--- config.mk ---
export PLATFORM = sky130hd
export DESIGN_NAME = alu_result_stage_flat
export DESIGN_NICKNAME = d
export VERILOG_FILES = /design/src/rtl/alu_result_stage_pkg.sv /design/src/rtl/alu_result_stage_if.sv /design/src/rtl/alu_result_stage_flag_gen.sv /design/src/rtl/alu_result_stage.sv /design/src/flat_wrapper.sv
export SDC_FILE = /design/constraint.sdc
export NUM_CORES = 1
export LEC_CHECK = 0
export BUFFER_PORTS_ARGS = -buffer_cell sky130_fd_sc_hd__buf_2
export CAP_MARGIN = 15
export CORE_UTILIZATION = 45
export CTS_CLUSTER_SIZE = 8
export DETAILED_ROUTE_END_ITERATION = 6
export PLACE_DENSITY = 0.79
export SLEW_MARGIN = 20
export SYNTH_ARGS = -nofsm -noshare
export SYNTH_HDL_FRONTEND = slang
export SYNTH_SLANG_ARGS = --single-unit
--- constraint.sdc ---
create_clock -name clk -period 2.2 [get_ports clk]
set_input_delay 0 -clock clk [delete_from_list [all_inputs] [get_ports clk]]
set_output_delay 0 -clock clk [all_outputs]
set_load 0.01 [all_outputs]
--- src/rtl/alu_result_stage_pkg.sv ---
// Shared opcodes, FSM state encoding and the per-entry tag carried next to
// each result through the alu_result_stage skid buffer.
package alu_pkg;

  localparam logic [2:0] OP_NOT  = 3'd0;
  localparam logic [2:0] OP_AND  = 3'd1;
  localparam logic [2:0] OP_OR   = 3'd2;
  localparam logic [2:0] OP_XOR  = 3'd3;
  localparam logic [2:0] OP_ADD  = 3'd4;
  localparam logic [2:0] OP_SUB  = 3'd5;
  localparam logic [2:0] OP_INC  = 3'd6;
  localparam logic [2:0] OP_PASS = 3'd7;

  typedef enum logic [1:0] {
    ST_EMPTY = 2'd0,
    ST_ONE   = 2'd1,
    ST_FULL  = 2'd2
  } state_t;

  // Width-independent part of a result entry; the data field is added by the
  // stage itself because its width follows the stage parameter.
  typedef struct packed {
    logic [2:0] op;
    logic       z;
    logic       n;
    logic       c;
  } entry_tag_t;

endpackage

--- src/rtl/alu_result_stage_if.sv ---
// Upstream (function-unit results) and downstream (registered result) handshake
// bundle of alu_result_stage. master = traffic source/sink, slave = the stage.
interface alu_result_stage_if #(
  parameter int size = 4
);
  logic              in_valid;
  logic              in_ready;
  logic [2:0]        in_op;
  logic [8*size-1:0] res_bus;
  logic [7:0]        carry_bus;
  logic              out_valid;
  logic              out_ready;
  logic [size-1:0]   out_data;
  logic [2:0]        out_op;
  logic              flag_z;
  logic              flag_n;
  logic              flag_c;

  modport master (
    output in_valid, in_op, res_bus, carry_bus, out_ready,
    input  in_ready, out_valid, out_data, out_op, flag_z, flag_n, flag_c
  );

  modport slave (
    input  in_valid, in_op, res_bus, carry_bus, out_ready,
    output in_ready, out_valid, out_data, out_op, flag_z, flag_n, flag_c
  );
endinterface

--- src/rtl/alu_result_stage_flag_gen.sv ---
// Combinational status-flag generator used on the capture path of
// alu_result_stage: zero, negative (MSB) and the unit's own carry.
module alu_flag_gen #(
  parameter int size = 4
) (
  input  logic [size-1:0] data,
  input  logic            carry,
  output logic            z,
  output logic            n,
  output logic            c
);
  assign z = (data == '0);
  assign n = data[size-1];
  assign c = carry;
endmodule

--- src/rtl/alu_result_stage.sv ---
// Registered ALU result stage: opcode select, flag capture, 2-entry skid buffer.
// Optional ALU_RESULT_STATS_EN adds res_count / zero_count handshake counters.
module alu_result_stage
  import alu_pkg::*;
#(
  parameter int size = 4
) (
  input  logic                clk,
  input  logic                rst_n,
  alu_result_stage_if.slave   bus
`ifdef ALU_RESULT_STATS_EN
  ,
  output logic [7:0]          res_count,
  output logic [7:0]          zero_count
`endif
);

  typedef struct packed {
    logic [size-1:0] data;
    entry_tag_t      tag;
  } entry_t;

  state_t          state, state_next;
  entry_t          main_q, skid_q, cap;
  logic            in_ready_q;
  logic            accept, pop;
  logic            load_main, load_skid, skid_to_main;
  logic [size-1:0] sel_data;
  logic            sel_carry, cap_z, cap_n, cap_c;

  assign sel_data  = bus.res_bus[bus.in_op*size +: size];
  assign sel_carry = bus.carry_bus[bus.in_op];

  alu_flag_gen #(.size(size)) u_flag_gen (
    .data  (sel_data),
    .carry (sel_carry),
    .z     (cap_z),
    .n     (cap_n),
    .c     (cap_c)
  );

  assign cap    = '{data: sel_data, tag: '{op: bus.in_op, z: cap_z, n: cap_n, c: cap_c}};
  assign accept = bus.in_valid && in_ready_q;
  assign pop    = (state != ST_EMPTY) && bus.out_ready;

  // NOTE: every output of this block gets a default first so no path leaves a
  // variable unassigned, which would otherwise infer a latch.
  always_comb begin
    state_next   = state;
    load_main    = 1'b0;
    load_skid    = 1'b0;
    skid_to_main = 1'b0;
    case (state)
      ST_EMPTY: if (accept) begin
        state_next = ST_ONE;
        load_main  = 1'b1;
      end
      ST_ONE: begin
        if (accept && pop) begin
          load_main = 1'b1;
        end else if (accept) begin
          state_next = ST_FULL;
          load_skid  = 1'b1;
        end else if (pop) begin
          state_next = ST_EMPTY;
        end
      end
      ST_FULL: if (pop) begin
        state_next   = ST_ONE;
        skid_to_main = 1'b1;
      end
      default: state_next = ST_EMPTY;
    endcase
  end

  // NOTE: state is written with non-blocking assignments so every register
  // samples the pre-edge values regardless of statement order.
  always_ff @(posedge clk) begin
    if (!rst_n) begin
      state      <= ST_EMPTY;
      in_ready_q <= 1'b0;
      main_q     <= '0;
    end else begin
      state      <= state_next;
      in_ready_q <= (state_next != ST_FULL);
      if (load_main)         main_q <= cap;
      else if (skid_to_main) main_q <= skid_q;
    end
  end

  // NOTE: the skid entry has no reset; it is only ever read after being loaded,
  // and reset empties the FSM so a stale value can never reach the outputs.
  always_ff @(posedge clk) begin
    if (load_skid) skid_q <= cap;
  end

  assign bus.in_ready  = in_ready_q;
  assign bus.out_valid = (state != ST_EMPTY);
  assign bus.out_data  = main_q.data;
  assign bus.out_op    = main_q.tag.op;
  assign bus.flag_z    = main_q.tag.z;
  assign bus.flag_n    = main_q.tag.n;
  assign bus.flag_c    = main_q.tag.c;

`ifdef ALU_RESULT_STATS_EN
  always_ff @(posedge clk) begin
    if (!rst_n) begin
      res_count  <= 8'd0;
      zero_count <= 8'd0;
    end else if (pop) begin
      res_count <= res_count + 8'd1;
      if (main_q.tag.z && zero_count != 8'hFF) zero_count <= zero_count + 8'd1;
    end
  end
`endif

endmodule
--- src/flat_wrapper.sv ---
// flat-port wrapper written by rule: the top's interface ports become plain ports
module alu_result_stage_flat import alu_pkg::*;
#(
  parameter int size = 4
)
  (clk, rst_n, bus_in_valid, bus_in_op, bus_res_bus, bus_carry_bus, bus_out_ready, bus_in_ready, bus_out_valid, bus_out_data, bus_out_op, bus_flag_z, bus_flag_n, bus_flag_c);
  alu_result_stage_if #(.size(size)) bus_i ();
  input  logic clk;
  input  logic rst_n;
  input wire logic [$bits(bus_i.in_valid)-1:0] bus_in_valid;
  input wire logic [$bits(bus_i.in_op)-1:0] bus_in_op;
  input wire logic [$bits(bus_i.res_bus)-1:0] bus_res_bus;
  input wire logic [$bits(bus_i.carry_bus)-1:0] bus_carry_bus;
  input wire logic [$bits(bus_i.out_ready)-1:0] bus_out_ready;
  output wire logic [$bits(bus_i.in_ready)-1:0] bus_in_ready;
  output wire logic [$bits(bus_i.out_valid)-1:0] bus_out_valid;
  output wire logic [$bits(bus_i.out_data)-1:0] bus_out_data;
  output wire logic [$bits(bus_i.out_op)-1:0] bus_out_op;
  output wire logic [$bits(bus_i.flag_z)-1:0] bus_flag_z;
  output wire logic [$bits(bus_i.flag_n)-1:0] bus_flag_n;
  output wire logic [$bits(bus_i.flag_c)-1:0] bus_flag_c;
  assign bus_i.in_valid = bus_in_valid;
  assign bus_i.in_op = bus_in_op;
  assign bus_i.res_bus = bus_res_bus;
  assign bus_i.carry_bus = bus_carry_bus;
  assign bus_i.out_ready = bus_out_ready;
  assign bus_in_ready = bus_i.in_ready;
  assign bus_out_valid = bus_i.out_valid;
  assign bus_out_data = bus_i.out_data;
  assign bus_out_op = bus_i.out_op;
  assign bus_flag_z = bus_i.flag_z;
  assign bus_flag_n = bus_i.flag_n;
  assign bus_flag_c = bus_i.flag_c;
  alu_result_stage #(.size(size)) u_core (.clk(clk), .rst_n(rst_n), .bus(bus_i));
endmodule
==> results_dict.tcl <==
set metrics [dict create \
    synth.area.top_cells "edfxtp_1 (23%), dfxtp_1 (20%), mux4_1 (15%)" \
    insertion_delay_ns 0.30 \
    worst_pin_slew_ns 0.5902 \
    path_max_fanout 12 \
    critPathKind "reg -> reg" \
    final_cell_mix "buf_2 (58), dfxtp_1 (12), edfxtp_1 (9)" \
    synth_adder_area_share_pct 0 \
    final_common_cell "buf_2" \
    grt_usage_pct 18.53 \
    syn_inst 90 \
    p_seq_share_pct 54.0 \
    p_int_mw 0.5985 \
    ir_drop_v 0.0002846 \
    final_min_period_over_clock_period_pct 69.15 \
    synthesis.nets 137 \
    clk_pin_slew_ns 0.12 \
    synth.ff_latch_count 21 \
    hold_ws_ns 0.03221 \
    reg2reg_from "u_core.state[1]" \
    final-setup-viol-count 0 \
    ant_nets 0 \
    die_area_um2 2868 \
    seq_area_frac_synth_pct 42.68 \
    synth_cell_types 29 \
    maxCapViolCount 0 \
    wl_met2_mm 1.217 \
    antenna_found_initial 0 \
    power_switching_share_pct 25.76 \
    status "completed" \
    rows 18 \
    final.setup.tns_ns 0 \
    drtIter0Drc 18 \
    combPwrFrac_pct 23.1 \
    clockBufferDepth 2 \
    syn_area_per_cell_um2 13.29 \
    netSwitchingPower_mw 0.2077 \
    yosysWarnings 0 \
    cts-htree-levels 1 \
    area_growth_pct 26.57 \
    dp_hpwl_mm 2.000 \
    firstDrtPassIters 4 \
    start_util_pct 47.85 \
    hold_path.class "in -> reg" \
    diodes 0 \
    synth_area_leader_cell "edfxtp_1" \
    drc 0 \
    yosys.area_share.simple_pct 9.310 \
    synth-compound-area-share_pct 10.36 \
    rsz0062_at_grt "no" \
    vias 942 \
    post_drt_wl_per_cell_um 13.86 \
    synthXorXnorAreaFrac_pct 0 \
    pwr-share-clk_pct 22.9 \
    critPathArrivalTime_ns 1.73 \
    regToRegSetupSlack_ns 0.68 \
    holdBufCountCts 0 \
    cts_resized 0 \
    fp.coreArea_um2 2500 \
    gp_congestion 0.7040 \
    port_buffers 58 \
    worstHoldStart "rst_n" \
    synthFlopType "dfxtp_1" \
    placed_cells 172 \
    grt_pass1_wl_mm 3.767 \
    holdPathEnd "u_core.bus.out_op[2]" \
    cts.sinks 21 \
    ys_async_sr_fraction_pct 0 \
    netlist.area_leader.share_pct 22.59 \
    leakage_nw 0.7744 \
    final_cells 176 \
    grt_pass1_vias 909 \
    place_area_um2 1486 \
    hold_depth 2 \
    power-per-cell-area_nw_per_um2 532.5 \
    nets 194 \
    max_slew_margin_pct 60.53 \
    muxShareOfSynthArea_pct 32.32 \
    routed_wl_mm 2.440 \
    synth_area_um2 1196 \
    met3_wirelength_um 203 \
    die_h_um 53.56 \
    cts_tree "done" \
    io_pins 59 \
    vias_per_cell 5.352 \
    worstRegToRegCells 4 \
    finalCriticalPeriod_ns 1.521 \
    post_cts_buffers 0 \
    hold_violations 0 \
    final_cell_area_um2 1514 \
    top_layer_used "met4" \
    cts_buffers 3 \
    slew_viol_final 0 \
    crit_path_end_kind "flop" \
    root_buffer "clkbuf_4" \
    synth_top_family_by_area "multiplexers" \
    drive_above_1_share_pct 50.68 \
    fin_skew_ns 0.003874 \
    fmax_mhz 657.3 \
    grt_max_degree 19 \
    critical_path.reg2reg.endpoint "u_core.bus.out_op[0]" \
    overflow 0 \
    synth_edf_count 9 \
    die-width_um 53.56 \
    met1_length_mm 1.011 \
    cp.required_ns 2.41 \
    start_kind "flop" \
]
==> synth_stat cells, types with 2 or more instances <==
cell type and n:
dfxtp_1 12, edfxtp_1 9, nand2_1 8, mux4_1 7, mux2i_1 6, o211a_1 6, inv_1 5, mux2_2 4
clkbuf_1 3, mux4_2 3, o21ai_0 3, a311oi_1 2, a31oi_1 2, and2_1 2, buf_6 2, mux2_4 2
nor2_1 2
==> layout make-up <==
type | count | area [um^2]
clock buffers | 3 | 22.52
clock inverters | 1 | 5.005
well taps | 30 | 37.54
fillers | 215 | 985.9
flip-flops and latches | 21 | 510.5
inverters | 5 | 18.77
multi-input cells | 57 | 621.8
repair buffers | 59 | 297.8
==> worst max-delay path, cell delays in order, from the launching register on <==
cell and delay, ns:
dfxtp_1 0.44, nand3b_1 0.45, mux2i_1 0.30, nand2_1 0.08, o211a_1 0.15
==> through the flow <==
stage | total power [mW] | setup WS (ns) | utilization [%]
4_1_cts | 0.8077 | 0.6652 | 60.56
3_5_place_dp | 0.6322 | 0.5212 | 59.46
2_1_floorplan | 0.5637 | 0.6052 | -
3_3_place_gp | 0.6236 | 0.5874 | 59.46
5_1_grt | 0.8441 | 0.5361 | 60.56
6_report | 0.8062 | 0.6787 | 60.56
==> layer usage <==
| metal | up-vias | track usage [%] |
|---|---|---|
| met2 | 50 | 35.42 |
| met3 | 2 | 3.672 |
| met5 | - | 0 |
| li1 | 461 | - |
| met4 | 0 | 2.632 |
| met1 | 429 | 21.56 |
==> state kept, by name (all words and copies together) (netlist names) <==
signal,cells
u_core.bus.in_ready,1
u_core.skid_q,9
u_core.bus.out_data,3
u_core.bus.out_op,3
u_core.bus.flag_n,1
u_core.state,2
u_core.bus.flag_c,1
u_core.bus.flag_z,1
==> cell families after synthesis <==
family          Yosys count
flops                    21
buf+inv                  12
mux                      22
compound gates           16
simple gates             19
==> power by group through the flow <==
stage | sequential [mW] | clock (mW) | combinational, mW
floorplan | 0.451 | 0 | 0.113
global placement | 0.444 | 0 | 0.180
detailed placement | 0.445 | 0 | 0.187
CTS | 0.436 | 0.184 | 0.188
global route | 0.438 | 0.201 | 0.205
finish | 0.435 | 0.185 | 0.186
==> how the worst max path moves through the flow <==
stage,cells after the start,from,slack [ns],to
CTS,4,u_core.state[1],0.67,u_core.bus.out_op[0]
global route,4,u_core.state[1],0.54,u_core.bus.out_op[0]
detailed placement,5,bus_in_op[0],0.52,u_core.bus.flag_z
finish,4,u_core.state[1],0.68,u_core.bus.out_op[0]
global placement,5,bus_in_op[0],0.59,u_core.bus.flag_z
floorplan,4,u_core.state[0],0.61,u_core.bus.in_ready
Power figures use the tool's default switching activity.
